[src/rtl/spi_cmd_sequencer_pkg.sv]
// Shared types and field layout for the SPI command sequencer.
// Instruction layout, MSB first: ss, rnw, size[1:0], addr, wdata.
package spi_pkg;

    localparam int DWIDTH       = 32;
    localparam int AWIDTH       = 8;
    localparam int S_ADDR_WIDTH = 2;
    localparam int IWIDTH       = S_ADDR_WIDTH + 1 + 2 + AWIDTH + DWIDTH;

    localparam int WDATA_LSB = 0;
    localparam int ADDR_LSB  = DWIDTH;
    localparam int SIZE_LSB  = ADDR_LSB + AWIDTH;
    localparam int RNW_BIT   = SIZE_LSB + 2;
    localparam int SS_LSB    = RNW_BIT + 1;

    typedef struct packed {
        logic [S_ADDR_WIDTH-1:0] ss;
        logic                    rnw;
        logic [1:0]              size;
        logic [AWIDTH-1:0]       addr;
        logic [DWIDTH-1:0]       wdata;
    } spi_instr_t;

    typedef struct packed {
        logic [DWIDTH-1:0]       data;
        logic [S_ADDR_WIDTH-1:0] ss;
        logic [AWIDTH-1:0]       addr;
    } spi_rsp_t;

    typedef enum logic [1:0] {
        IDLE = 2'd0,
        RUN  = 2'd1,
        DONE = 2'd2
    } seq_state_t;

endpackage

[src/rtl/spi_cmd_sequencer_fifo.sv]
// Show-ahead synchronous FIFO with occupancy count; clr empties it and
// overrides push/pop. A push into a full FIFO succeeds only alongside a pop.
module spi_sync_fifo
    import spi_pkg::*;
#(
    parameter  int WIDTH = 8,
    parameter  int DEPTH = 8,
    localparam int PW    = $clog2(DEPTH),
    localparam int CW    = $clog2(DEPTH + 1)
) (
    input  logic             clk,
    input  logic             rst_n,
    input  logic             clr,
    input  logic             push,
    input  logic [WIDTH-1:0] wdata,
    input  logic             pop,
    output logic [WIDTH-1:0] rdata,
    output logic [CW-1:0]    count
);

    logic [WIDTH-1:0] mem_q [DEPTH];
    logic [WIDTH-1:0] mem_d [DEPTH];
    logic [PW-1:0]    wr_ptr_q, wr_ptr_d;
    logic [PW-1:0]    rd_ptr_q, rd_ptr_d;
    logic [CW-1:0]    count_q, count_d;
    logic             do_push_s, do_pop_s;

    // Next-state for storage, pointers and occupancy.
    always_comb begin
        mem_d     = mem_q;
        wr_ptr_d  = wr_ptr_q;
        rd_ptr_d  = rd_ptr_q;
        count_d   = count_q;
        do_pop_s  = pop && (count_q != {CW{1'b0}});
        do_push_s = push && ((count_q != CW'(DEPTH)) || do_pop_s);
        if (clr) begin
            wr_ptr_d = {PW{1'b0}};
            rd_ptr_d = {PW{1'b0}};
            count_d  = {CW{1'b0}};
        end else begin
            if (do_push_s) begin
                mem_d[wr_ptr_q] = wdata;
                wr_ptr_d        = wr_ptr_q + PW'(1);
            end else begin
                wr_ptr_d = wr_ptr_q;
            end
            if (do_pop_s) begin
                rd_ptr_d = rd_ptr_q + PW'(1);
            end else begin
                rd_ptr_d = rd_ptr_q;
            end
            if (do_push_s && !do_pop_s) begin
                count_d = count_q + CW'(1);
            end else if (do_pop_s && !do_push_s) begin
                count_d = count_q - CW'(1);
            end else begin
                count_d = count_q;
            end
        end
    end

    // Head is presented as zero while empty so stale entries never leak out.
    always_comb begin
        if (count_q == {CW{1'b0}}) begin
            rdata = {WIDTH{1'b0}};
        end else begin
            rdata = mem_q[rd_ptr_q];
        end
    end

    // State registers with synchronous active-low reset.
    always_ff @(posedge clk) begin
        if (!rst_n) begin
            for (int i = 0; i < DEPTH; i++) begin
                mem_q[i] <= {WIDTH{1'b0}};
            end
            wr_ptr_q <= {PW{1'b0}};
            rd_ptr_q <= {PW{1'b0}};
            count_q  <= {CW{1'b0}};
        end else begin
            mem_q    <= mem_d;
            wr_ptr_q <= wr_ptr_d;
            rd_ptr_q <= rd_ptr_d;
            count_q  <= count_d;
        end
    end

    assign count = count_q;

endmodule

[src/rtl/spi_cmd_sequencer.sv]
// Buffers host SPI instructions, hands them to the SPI master on driver_read,
// closes each session with one trailing pop and captures tagged read-back data.
module spi_cmd_sequencer #(
    parameter  int DWIDTH   = spi_pkg::DWIDTH,
    parameter  int AWIDTH   = spi_pkg::AWIDTH,
    parameter  int SS_WIDTH = spi_pkg::S_ADDR_WIDTH,
    parameter  int DEPTH    = 8,
    parameter  int RDEPTH   = 4,
    localparam int IWIDTH   = SS_WIDTH + 3 + AWIDTH + DWIDTH,
    localparam int CW       = $clog2(DEPTH + 1),
    localparam int RW       = DWIDTH + SS_WIDTH + AWIDTH,
    localparam int RCW      = $clog2(RDEPTH + 1)
) (
    input  logic                clk,
    input  logic                rst_n,
    input  logic                cmd_valid,
    output logic                cmd_ready,
    input  logic [IWIDTH-1:0]   cmd_data,
    input  logic [1:0]          cfg_mode,
    input  logic                start,
    input  logic                flush,
    output logic                master_en,
    input  logic                driver_read,
    output logic [IWIDTH-1:0]   driver_data,
    output logic [1:0]          driver_cfg,
    input  logic [DWIDTH-1:0]   spi_slv_read_data,
    output logic                rsp_valid,
    input  logic                rsp_ready,
    output logic [DWIDTH-1:0]   rsp_data,
    output logic [SS_WIDTH-1:0] rsp_ss,
    output logic [AWIDTH-1:0]   rsp_addr,
    output logic [CW-1:0]       cmd_count,
    output logic                busy,
    output logic                done,
    output logic                rsp_overflow
);
    import spi_pkg::*;

    seq_state_t          state_q, state_d;
    logic [1:0]          cfg_q, cfg_d;
    logic                ovf_q, ovf_d;
    logic                pend_rd_q, pend_rd_d;
    logic [SS_WIDTH-1:0] pend_ss_q, pend_ss_d;
    logic [AWIDTH-1:0]   pend_addr_q, pend_addr_d;

    logic [IWIDTH-1:0]   cmd_head_s;
    logic [CW-1:0]       cmd_count_s;
    logic [RW-1:0]       rsp_head_s;
    logic [RCW-1:0]      rsp_count_s;
    logic                cmd_empty_s, cmd_ready_s, cmd_pop_s;
    logic                rsp_full_s, rsp_push_s;

    assign cmd_empty_s = (cmd_count_s == {CW{1'b0}});
    assign rsp_full_s  = (rsp_count_s == RCW'(RDEPTH));
    assign cmd_ready_s = rst_n && (cmd_count_s != CW'(DEPTH)) && !flush;

    // Session sequencing, pending-instruction tracking and response capture.
    always_comb begin
        state_d     = state_q;
        cfg_d       = cfg_q;
        ovf_d       = ovf_q;
        pend_rd_d   = pend_rd_q;
        pend_ss_d   = pend_ss_q;
        pend_addr_d = pend_addr_q;
        cmd_pop_s   = 1'b0;
        rsp_push_s  = 1'b0;
        case (state_q)
            IDLE: begin
                if (start && !cmd_empty_s) begin
                    state_d = RUN;
                    cfg_d   = cfg_mode;
                    ovf_d   = 1'b0;
                end else begin
                    state_d = IDLE;
                end
            end
            RUN: begin
                if (driver_read) begin
                    rsp_push_s = pend_rd_q;
                    // A full response FIFO only drops if the host is not popping this cycle.
                    if (pend_rd_q && rsp_full_s && !rsp_ready) begin
                        ovf_d = 1'b1;
                    end else begin
                        ovf_d = ovf_q;
                    end
                    // A flush in the same cycle leaves nothing to hand out, so the strobe closes.
                    if (!cmd_empty_s && !flush) begin
                        cmd_pop_s   = 1'b1;
                        pend_rd_d   = cmd_head_s[IWIDTH-1-SS_WIDTH];
                        pend_ss_d   = cmd_head_s[IWIDTH-1 -: SS_WIDTH];
                        pend_addr_d = cmd_head_s[DWIDTH +: AWIDTH];
                    end else begin
                        state_d   = DONE;
                        pend_rd_d = 1'b0;
                    end
                end else begin
                    state_d = RUN;
                end
            end
            DONE: begin
                state_d = IDLE;
            end
            default: begin
                state_d = IDLE;
            end
        endcase
    end

    // Control registers with synchronous active-low reset.
    always_ff @(posedge clk) begin
        if (!rst_n) begin
            state_q     <= IDLE;
            cfg_q       <= 2'b00;
            ovf_q       <= 1'b0;
            pend_rd_q   <= 1'b0;
            pend_ss_q   <= {SS_WIDTH{1'b0}};
            pend_addr_q <= {AWIDTH{1'b0}};
        end else begin
            state_q     <= state_d;
            cfg_q       <= cfg_d;
            ovf_q       <= ovf_d;
            pend_rd_q   <= pend_rd_d;
            pend_ss_q   <= pend_ss_d;
            pend_addr_q <= pend_addr_d;
        end
    end

    spi_sync_fifo #(.WIDTH(IWIDTH), .DEPTH(DEPTH)) u_cmd_fifo (
        .clk   (clk),
        .rst_n (rst_n),
        .clr   (flush),
        .push  (cmd_valid && cmd_ready_s),
        .wdata (cmd_data),
        .pop   (cmd_pop_s),
        .rdata (cmd_head_s),
        .count (cmd_count_s)
    );

    spi_sync_fifo #(.WIDTH(RW), .DEPTH(RDEPTH)) u_rsp_fifo (
        .clk   (clk),
        .rst_n (rst_n),
        .clr   (1'b0),
        .push  (rsp_push_s),
        .wdata ({spi_slv_read_data, pend_ss_q, pend_addr_q}),
        .pop   (rsp_ready),
        .rdata (rsp_head_s),
        .count (rsp_count_s)
    );

    assign cmd_ready    = cmd_ready_s;
    assign cmd_count    = cmd_count_s;
    assign driver_data  = cmd_head_s;
    assign driver_cfg   = cfg_q;
    assign master_en    = (state_q == RUN);
    assign busy         = (state_q != IDLE);
    assign done         = (state_q == DONE);
    assign rsp_overflow = ovf_q;
    assign rsp_valid    = (rsp_count_s != {RCW{1'b0}});
    assign rsp_data     = rsp_head_s[RW-1 -: DWIDTH];
    assign rsp_ss       = rsp_head_s[AWIDTH +: SS_WIDTH];
    assign rsp_addr     = rsp_head_s[AWIDTH-1:0];

endmodule

[config.mk]
export PLATFORM = sky130hd
export DESIGN_NAME = spi_cmd_sequencer
export DESIGN_NICKNAME = d
export VERILOG_FILES = /design/src/rtl/spi_cmd_sequencer_pkg.sv /design/src/rtl/spi_cmd_sequencer_fifo.sv /design/src/rtl/spi_cmd_sequencer.sv
export SDC_FILE = /design/constraint.sdc
export NUM_CORES = 1
export LEC_CHECK = 0
export CAP_MARGIN = 10
export CORE_UTILIZATION = 30
export DETAILED_ROUTE_END_ITERATION = 10
export GPL_TIMING_DRIVEN = 0
export PLACE_DENSITY_LB_ADDON = 0.3
export SLEW_MARGIN = 10
export SYNTH_ARGS = -nofsm -noshare
export SYNTH_HDL_FRONTEND = slang
export SYNTH_SLANG_ARGS = --single-unit
export TNS_END_PERCENT = 1
[constraint.sdc]
create_clock -name clk -period 7.7 [get_ports clk]
set_input_delay 1.155 -clock clk [delete_from_list [all_inputs] [get_ports clk]]
set_output_delay 1.155 -clock clk [all_outputs]
set_load 0.05 [all_outputs]
== Word-level counts from Yosys, hierarchy flattened ==
Cells that the tools add are included.
Cells by class
  multiplexer cells: 32
  equal/unequal tests: 9
  reduce and logical (&&, ||, !) cells: 41
  $add $sub $neg: 8
  order comparisons: 6
  bitwise gates (word level): 6
Operator list (number)
  bitwise mux 360 bit: 1
  2-to-1 mux 45 bit: 4
  bitwise mux 168 bit: 1
  2-to-1 mux 42 bit: 4
  binary-select mux 45 bit (select 3 bit): 1
  demux 45 bit (select 3 bit): 1
  binary-select mux 42 bit (select 2 bit): 1
  demux 42 bit (select 2 bit): 1
  logical AND 1 bit: 17
  2-to-1 mux 1 bit: 10
  adder 3 x 1 -> 3 bit (second input constant): 3
  greater-or-equal comparator 4 bit (second input constant): 2
  2-to-1 mux 4 bit: 2
  NOT 3 -> 4 bit: 2
  nonzero test 2 bit: 4
  logical NOT 1 bit: 7
  greater-or-equal comparator 3 bit (second input constant): 2
  2-to-1 mux 3 bit: 2
  inequality test 3 bit (second input constant): 2
  NOT 2 -> 3 bit: 2
  AND reduction 2 bit: 3
  adder 2 x 1 -> 2 bit (second input constant): 2
  adder 4 x 1 -> 4 bit (second input constant): 1
  logical NOT 4 bit: 1
  22 further kinds: 26
Storage, ports and cells
  word-level logic and storage cells: 126
  bits in registers: 561
  output and inout bits: 99
  input bits: 86

== Longest topological paths before layout ==
Gate-level depths: netlist of the first run.
  depth in word-level cells: 13
  depth in mapped cells: 10
  depth with buffers taken out: 9

== Modules after synthesis ==
Synthesis of the first run repeated with hierarchy kept, for this count alone.
Second synthesis, totals
  cells, all modules: 2708
  area, all modules: 25798.5 um^2
By module, submodules not included
  spi_sync_fifo (u_cmd_fifo): sequential area each 7407.1 um^2, cells an instance 1893, area each 17199.0 um^2, instances 1
  spi_sync_fifo (u_rsp_fifo): sequential area each 3503.4 um^2, cells an instance 734, area each 7860.0 um^2, instances 1
  spi_cmd_sequencer: sequential area each 320.3 um^2, cells an instance 81, area each 739.5 um^2, instances 1

== Worst setup path before layout of the first run ==
Ideal clock, no wire load.
  path type: input-to-output
  start: input port flush
  end: output port cmd_ready
  arrival: 2.335 ns
  path slack: 4.210 ns
  required time: 6.545 ns
  stages: 4
  cells stage by stage: nand2b_1 buf_4 clkbuf_1 nor2_1
Between the ends
  longest elaborated chain between the ends: 2
RTL lines
  start, declared: line spi_cmd_sequencer.sv:21  | input logic flush,
  logical NOT 1 bit: line spi_cmd_sequencer.sv:55  | assign cmd_ready_s = rst_n && (cmd_count_s != CW'(DEPTH)) && !flush;
  logical AND 1 bit: line spi_cmd_sequencer.sv:55
  end, declared: line spi_cmd_sequencer.sv:17  | output logic cmd_ready,
Every way passes these cells.

== Worst setup path after layout of the first run ==
  start: register u_cmd_fifo.rd_ptr_q[1]
  end: output port driver_data[40]
Between the ends
  longest elaborated chain between the ends: 5
RTL lines
  start, declared: line spi_cmd_sequencer_fifo.sv:24  | logic [PW-1:0] rd_ptr_q, rd_ptr_d;
  start signal, assigned: line spi_cmd_sequencer_fifo.sv:78  | rd_ptr_q <= {PW{1'b0}};
  start signal, assigned: line spi_cmd_sequencer_fifo.sv:83  | rd_ptr_q <= rd_ptr_d;
  NOT 3 -> 4 bit (not written as such): line spi_cmd_sequencer_fifo.sv:67  | rdata = mem_q[rd_ptr_q];
  binary-select mux 45 bit (select 3 bit): line spi_cmd_sequencer_fifo.sv:67
  2-to-1 mux 45 bit (not written as such) (2 in a row): line spi_cmd_sequencer_fifo.sv:67
  2-to-1 mux 45 bit: line spi_cmd_sequencer_fifo.sv:64  | if (count_q == {CW{1'b0}}) begin
  end, declared: line spi_cmd_sequencer.sv:24  | output logic [IWIDTH-1:0] driver_data,
Every way passes these cells. The select of a mux whose other input is x is not followed.

==> impl_metrics.py, run 1 <==
metrics = {
    "run_status": {
        "status": "completed",
    },
    "job": {
        "maxCapViolCount": 0,
    },
    "sta": {
        "slew_violations": 0,
        "fin_crit_sh": 0.647,
        "clock_skew_ns": 0.0357,
        "tns_ns": 0,
        "rsz0062_at_grt": "false",
        "maxSlewHeadroom": 0.256,
        "finalHoldViolCount": 0,
        "fin_crit_ns": 4.98,
        "max_clock_freq_ghz": 0.201,
        "setup_violations": 0,
        "worst_pin_slew_ns": 1.12,
    },
    "placement": {
        "dpl.hpwl_um": 54800,
        "portBuffers": 184,
        "place_congestion": 0.808,
        "placed_area_mm2": 0.0273,
    },
    "floorplan": {
        "io_pins": 185,
        "rows": 103,
        "dieArea_mm2": 0.0817,
        "design.core.area_mm2": 0.0794,
        "start_util": 0.305,
        "die_x_um": 286,
        "die_h_um": 286,
    },
    "worst_setup_path": {
        "critPathMaxFanout": 10,
        "path_buf_inv": 3,
        "crit_family": "buffers and inverters",
        "cp_data_arrival_time_ns": 3.83,
        "critPathKind": "flip-flop to output pin",
        "crit_path_start_kind": "flip-flop",
        "cpPeakStageDelay_ns": 0.86,
        "cp-end-kind": "output pin",
        "slowest_stage": "clkdlybuf4s50_1",
        "worstPathCellList": "buf_2 > clkbuf_1 > mux4_2 > mux2i_1 > nor2_1 > clkdlybuf4s50_1",
        "cp.required_ns": 6.55,
    },
    "synth": {
        "async_flop_share": 0,
        "synth_edf_count": 0,
        "netlist_area_mm2": 0.0242,
        "yosysUniqueCellTypes": 48,
        "seq_area_frac_synth": 0.465,
        "synth_nets": 2594,
        "synth-seq-cells": 561,
        "syn_inst": 2496,
        "synth_flop_cell": "dfxtp_1",
        "ys_warn_count": 0,
        "postSynthAreaPerCell_um2": 9.69,
    },
    "clocking": {
        "clockBufferDepth": 3,
        "root_buffer": "clkbuf_16",
        "cts_buffers": 67,
        "cts_setup_buffers": 0,
        "hold_buffers": 0,
        "clk_latency_ns": 0.61,
        "htreeDepth": 3,
        "clk_pin_slew_ns": 0.06,
        "postCtsResizedCells": 0,
        "cts_tree": "built",
        "cts_sinks": 561,
    },
    "layout": {
        "area_delta_synth_final_pct": 22.6,
        "final_nets": 2847,
        "final_area_mm2": 0.0296,
        "drive_above_1_share": 0.156,
        "antenna_cells": 0,
    },
    "route": {
        "drc": 0,
        "drtIter0Drc": 1254,
        "firstDrtPassIters": 5,
        "detail_route.wl_per_cell_um": 20.2,
        "wirelength_um": 77800,
        "vias": 19600,
        "ant_nets": 0,
        "vias_per_cell": 5.10,
    },
    "power": {
        "powerDensity_mw_per_mm2": 223,
        "ir_drop_mv": 0.134,
        "leakage_nw": 9.81,
    },
    "global_routing": {
        "antenna_found_initial": 1,
        "grt_max_degree": 14,
        "grt_pass1_wl_um": 119000,
        "grt_pass1_vias": 19200,
        "overflow": 0,
        "grt_usage": 0.188,
    },
    "min_path": {
        "hold_path_class": "flip-flop to flip-flop",
    },
}
==> power breakdown <==
group	internal (W)	switching (W)	total, W
Sequential	0.00292	0.00000988	0.00293
Combinational	0.000133	0.000265	0.000398
Clock	0.00196	0.00133	0.00329
Total	0.00501	0.00161	0.00662
==> sequential cells by signal, indices dropped and copies added (netlist names) <==
name,count
u_cmd_fifo.wr_ptr_q,3
u_rsp_fifo.count,3
rsp_overflow,1
u_rsp_fifo.mem_q,168
u_cmd_fifo.rd_ptr_q,3
pend_addr_q,8
u_cmd_fifo.count,4
state_q,2
u_rsp_fifo.wr_ptr_q,2
u_cmd_fifo.mem_q,360
u_rsp_fifo.rd_ptr_q,2
pend_ss_q,2
pend_rd_q,1
driver_cfg,2
==> routing by layer <==
metal  vias up  global-route usage  wire length, um
met5         -                   0                0
met4         0              0.0437             1390
met3        92              0.0290             4120
met2       530               0.315            37200
met1      9627               0.254            35100
li1       9368                   -                -
==> tightest hold or removal path, stage by stage, from the launching register on <==
cell and delay [ns]:
dfxtp_1 0.30, nand2_1 0.05, a21boi_1 0.05
==> cells in the mapped netlist, drive strengths merged, types with 2 or more instances <==
master,number,area share
xor2,2,0.00072
a22oi,18,0.0056
inv,7,0.0011
nor2,50,0.0078
and3,13,0.0034
nand3,369,0.077
nand2,390,0.061
ha,10,0.0052
buf,186,0.056
dfxtp,561,0.46
mux4,114,0.11
and2,49,0.013
mux2i,77,0.032
a21boi,169,0.052
xnor2,9,0.0033
clkbuf,51,0.0079
fa,2,0.0017
nor2b,9,0.0023
or3,3,0.00078
nand2b,5,0.0013
nor4b,2,0.00072
nor3,2,0.00062
or4,9,0.0039
a21oi,3,0.00062
a32o,9,0.0037
o21ai,365,0.084
==> final timing paths <==
check                                       from                                  to  slack (ns)  cells after the start
max          u_cmd_fifo.rd_ptr_q[1]$_SDFFE_PP0P_                     driver_data[40]        2.72                      6
min           u_rsp_fifo.mem_q[124]$_SDFFE_PN0P_  u_rsp_fifo.mem_q[124]$_SDFFE_PN0P_        0.45                      2
max reg2reg     u_cmd_fifo.count[0]$_SDFFE_PP0P_    u_cmd_fifo.count[3]$_SDFFE_PP0P_        4.69                     10
min reg2reg   u_rsp_fifo.mem_q[124]$_SDFFE_PN0P_  u_rsp_fifo.mem_q[124]$_SDFFE_PN0P_        0.45                      2
==> per-stage QoR <==
step	power, W	hold slack [ns]	util	setup slack, ns	std cells
final	0.00662	0.449	0.373	2.72	3850
after global routing	0.00682	0.465	0.373	2.66	3850
after CTS	0.00666	0.451	0.373	2.74	3850
after detailed placement	0.00339	0.443	0.344	3.19	3730
after global placement	0.00339	0.439	0.344	3.20	3730
after floorplan	0.00321	0.432	-	4.21	2496
==> cell families after synthesis <==
logic type / share of synthesized area
adders and majority gates: 0.00683
muxes: 0.138
AOI/OAI and AO/OA: 0.149
buffers and inverters: 0.0646
xor gates and xnor gates: 0.00399
DFF: 0.465
and+or+nand+nor: 0.173
==> area by class of cell <==
type                    count  area [um2]
well taps                1050        1310
flip-flops and latches    561       11200
multi-input cells        1691       11400
plain buffers             237        1540
clock buffers              92        1900
inverters                   7        26.3
fillers                  8160       49800
clock inverters            28         395
repair buffers            184        1840
==> cell usage in the layout (no fill, tap or decap), types with 48 or more instances in the layout <==
cell	n
clkbuf_1	62
buf_2	67
nand3_1	365
buf_6	74
mux4_2	114
clkbuf_16	67
nor2_1	50
and2_1	48
o21ai_2	56
nand2_1	390
dfxtp_1	561
a21boi_1	160
clkdlybuf4s50_1	184
mux2i_1	77
o21ai_1	264
(Power assumes the default switching activity.)
==> run 2: changes to the inputs <==
Clock period 7.7 ns to 4.1 ns, I/O delays scaled along.
==> impl_metrics.py, run 2 (same netlist as run 1, synthesis figures left out) <==
metrics = {
    "run_status": {
        "status": "completed",
    },
    "clocking": {
        "clk_pin_slew_ns": 0.06,
        "clk_latency_ns": 0.61,
        "cts_buffers": 67,
        "root_buffer": "clkbuf_16",
        "hold_buffers": 0,
        "cts_setup_buffers": 0,
        "cts_sinks": 561,
        "clockBufferDepth": 3,
        "htreeDepth": 3,
        "cts_tree": "built",
    },
    "layout": {
        "layout.cells.non_filler": 3850,
        "largest-register": "u_cmd_fifo.mem_q",
        "largest_reg_flops": 360,
        "fin_util": 0.374,
        "most-common-layout-cells": "561 x dfxtp_1, 390 x nand2_1, 365 x nand3_1",
        "drive_above_1_share": 0.159,
        "antenna_cells": 0,
        "final_common_cell": "dfxtp_1",
        "top_regs": "u_cmd_fifo.mem_q x360, u_rsp_fifo.mem_q x168, pend_addr_q x8",
        "final_area_mm2": 0.0297,
        "area_delta_synth_final_pct": 22.7,
        "final_nets": 2847,
    },
    "sta": {
        "rsz0062_at_grt": "true",
        "maxSlewHeadroom": 0.373,
        "max_clock_freq_ghz": 0.249,
        "setup_violations": 0,
        "slew_violations": 0,
        "fin_crit_sh": 0.979,
        "worst_pin_slew_ns": 0.941,
        "holdWs_ns": 0.449,
        "clock_skew_ns": 0.0333,
        "fin_crit_ns": 4.02,
        "finalHoldViolCount": 0,
    },
    "power": {
        "leakage_nw": 9.90,
        "ir_drop_mv": 0.254,
        "p_total_w": 0.0124,
        "p_clk_frac": 0.497,
        "internal_power_w": 0.00941,
        "swShare": 0.243,
        "seq_power_share": 0.442,
        "powerDensity_mw_per_mm2": 419,
        "switchingPower_w": 0.00302,
        "pwr-share-comb": 0.060,
    },
    "route": {
        "vias_per_cell": 5.09,
        "vias": 19600,
        "detail_route.wl_per_cell_um": 20.2,
        "wirelength_um": 77800,
        "firstDrtPassIters": 5,
        "ant_nets": 0,
        "drc": 0,
        "drtIter0Drc": 1294,
    },
    "floorplan": {
        "start_util": 0.305,
        "io_pins": 185,
        "dieArea_mm2": 0.0817,
        "rows": 103,
        "design.core.area_mm2": 0.0794,
        "die_x_um": 286,
        "die_h_um": 286,
    },
    "global_routing": {
        "grt_pass1_wl_um": 119000,
        "grt_pass1_vias": 19300,
        "overflow": 0,
        "antenna_found_initial": 1,
        "grt_max_degree": 14,
        "grt_usage": 0.189,
    },
    "worst_setup_path": {
        "reg2reg_slack_ns": 1.10,
        "critPathKind": "flip-flop to output pin",
        "r2r_cells": 10,
        "crit_path_start_kind": "flip-flop",
        "critPathMaxFanout": 10,
        "cp_data_arrival_time_ns": 3.40,
        "worstPathCellList": "buf_2 > buf_2 > mux2i_1 > a22oi_1 > and3_1 > clkdlybuf4s50_1",
        "cp-end-kind": "output pin",
        "cpMostUsedCell": "buf_2",
        "cpPeakStageDelay_ns": 0.96,
        "cp.required_ns": 3.48,
        "slowest_stage": "clkdlybuf4s50_1",
    },
    "placement": {
        "placed_cells": 3730,
        "placed_area_mm2": 0.0273,
        "place_congestion": 0.808,
        "portBuffers": 184,
        "dpl.hpwl_um": 54800,
    },
    "min_path": {
        "min_path_cells": 2,
        "hold_path_class": "flip-flop to flip-flop",
    },
    "job": {
        "maxCapViolCount": 0,
    },
}
[run 2: cell types whose count changed in the layout (fill, tap and decap cells not counted), sizes merged]
cell           before  now
dlymetal6s2s        0    3
buf               186  182
clkdlybuf4s15       0    1
clkbuf            143  146
clkdlybuf4s50     184  181
[run 2: routing by layer]
| layer | track usage | wire [um] | vias to the layer above |
|---|---|---|---|
| li1 | - | - | 9360 |
| met1 | 0.254 | 35000 | 9613 |
| met2 | 0.316 | 37200 | 533 |
| met3 | 0.0290 | 4300 | 94 |
| met4 | 0.0437 | 1390 | 0 |
| met5 | 0 | 0 | - |
[run 2: through the flow]
| stage | setup TNS, ns | setup WS, ns |
|---|---|---|
| 5_1_grt | -0.00192 | -0.00192 |
| 4_1_cts | 0 | 0.00362 |
| 3_5_place_dp | 0 | 0.322 |
| 2_1_floorplan | 0 | 1.25 |
| 3_3_place_gp | 0 | 0.299 |
| 6_report | 0 | 0.0846 |
[run 2: area by class of cell]
class | count | area (um2)
Buffer | 237 | 1560
Timing Repair Buffer | 184 | 1850
Clock buffer | 92 | 1900
Clock inverter | 28 | 395
Tap cell | 1050 | 1310
Inverter | 7 | 26.3
Multi-Input combinational cell | 1691 | 11400
Fill cell | 8162 | 49700
Sequential cell | 561 | 11200
[run 2: what timing repair did]
action | CTS | global route
endpoints found under the setup margin | 29 | 12
pin swaps | 0 | 0
gates resized for setup | 8 | 6
gates cloned | 0 | 0
[run 2: final timing paths]
path,startpoint,end
setup / recovery,u_cmd_fifo.rd_ptr_q[0]$_SDFFE_PP0P_,driver_data[44]
setup reg to reg,state_q[0]$_SDFFE_PN0N_,u_cmd_fifo.count[3]$_SDFFE_PP0P_
hold / removal,u_rsp_fifo.mem_q[124]$_SDFFE_PN0P_,u_rsp_fifo.mem_q[124]$_SDFFE_PN0P_
hold reg to reg,u_rsp_fifo.mem_q[124]$_SDFFE_PN0P_,u_rsp_fifo.mem_q[124]$_SDFFE_PN0P_
[run 2: power by group through the flow]
stage,Combinational (W),Sequential (W),Clock [W]
after floorplan,0.000404,0.00562,0
after global placement,0.000753,0.00562,0
after detailed placement,0.000754,0.00562,0
after CTS,0.000756,0.00550,0.00626
after global routing,0.000806,0.00550,0.00650
final,0.000750,0.00550,0.00618
[run 2: critical path, delay by kind of cell, from the launching register on]
kind	cells	cell delay (ns)
AO/OA/AOI/OAI	1	0.30
flip-flops	1	0.33
multiplexers	1	0.19
AND/OR/NAND/NOR	1	0.26
buffers and inverters	3	1.71
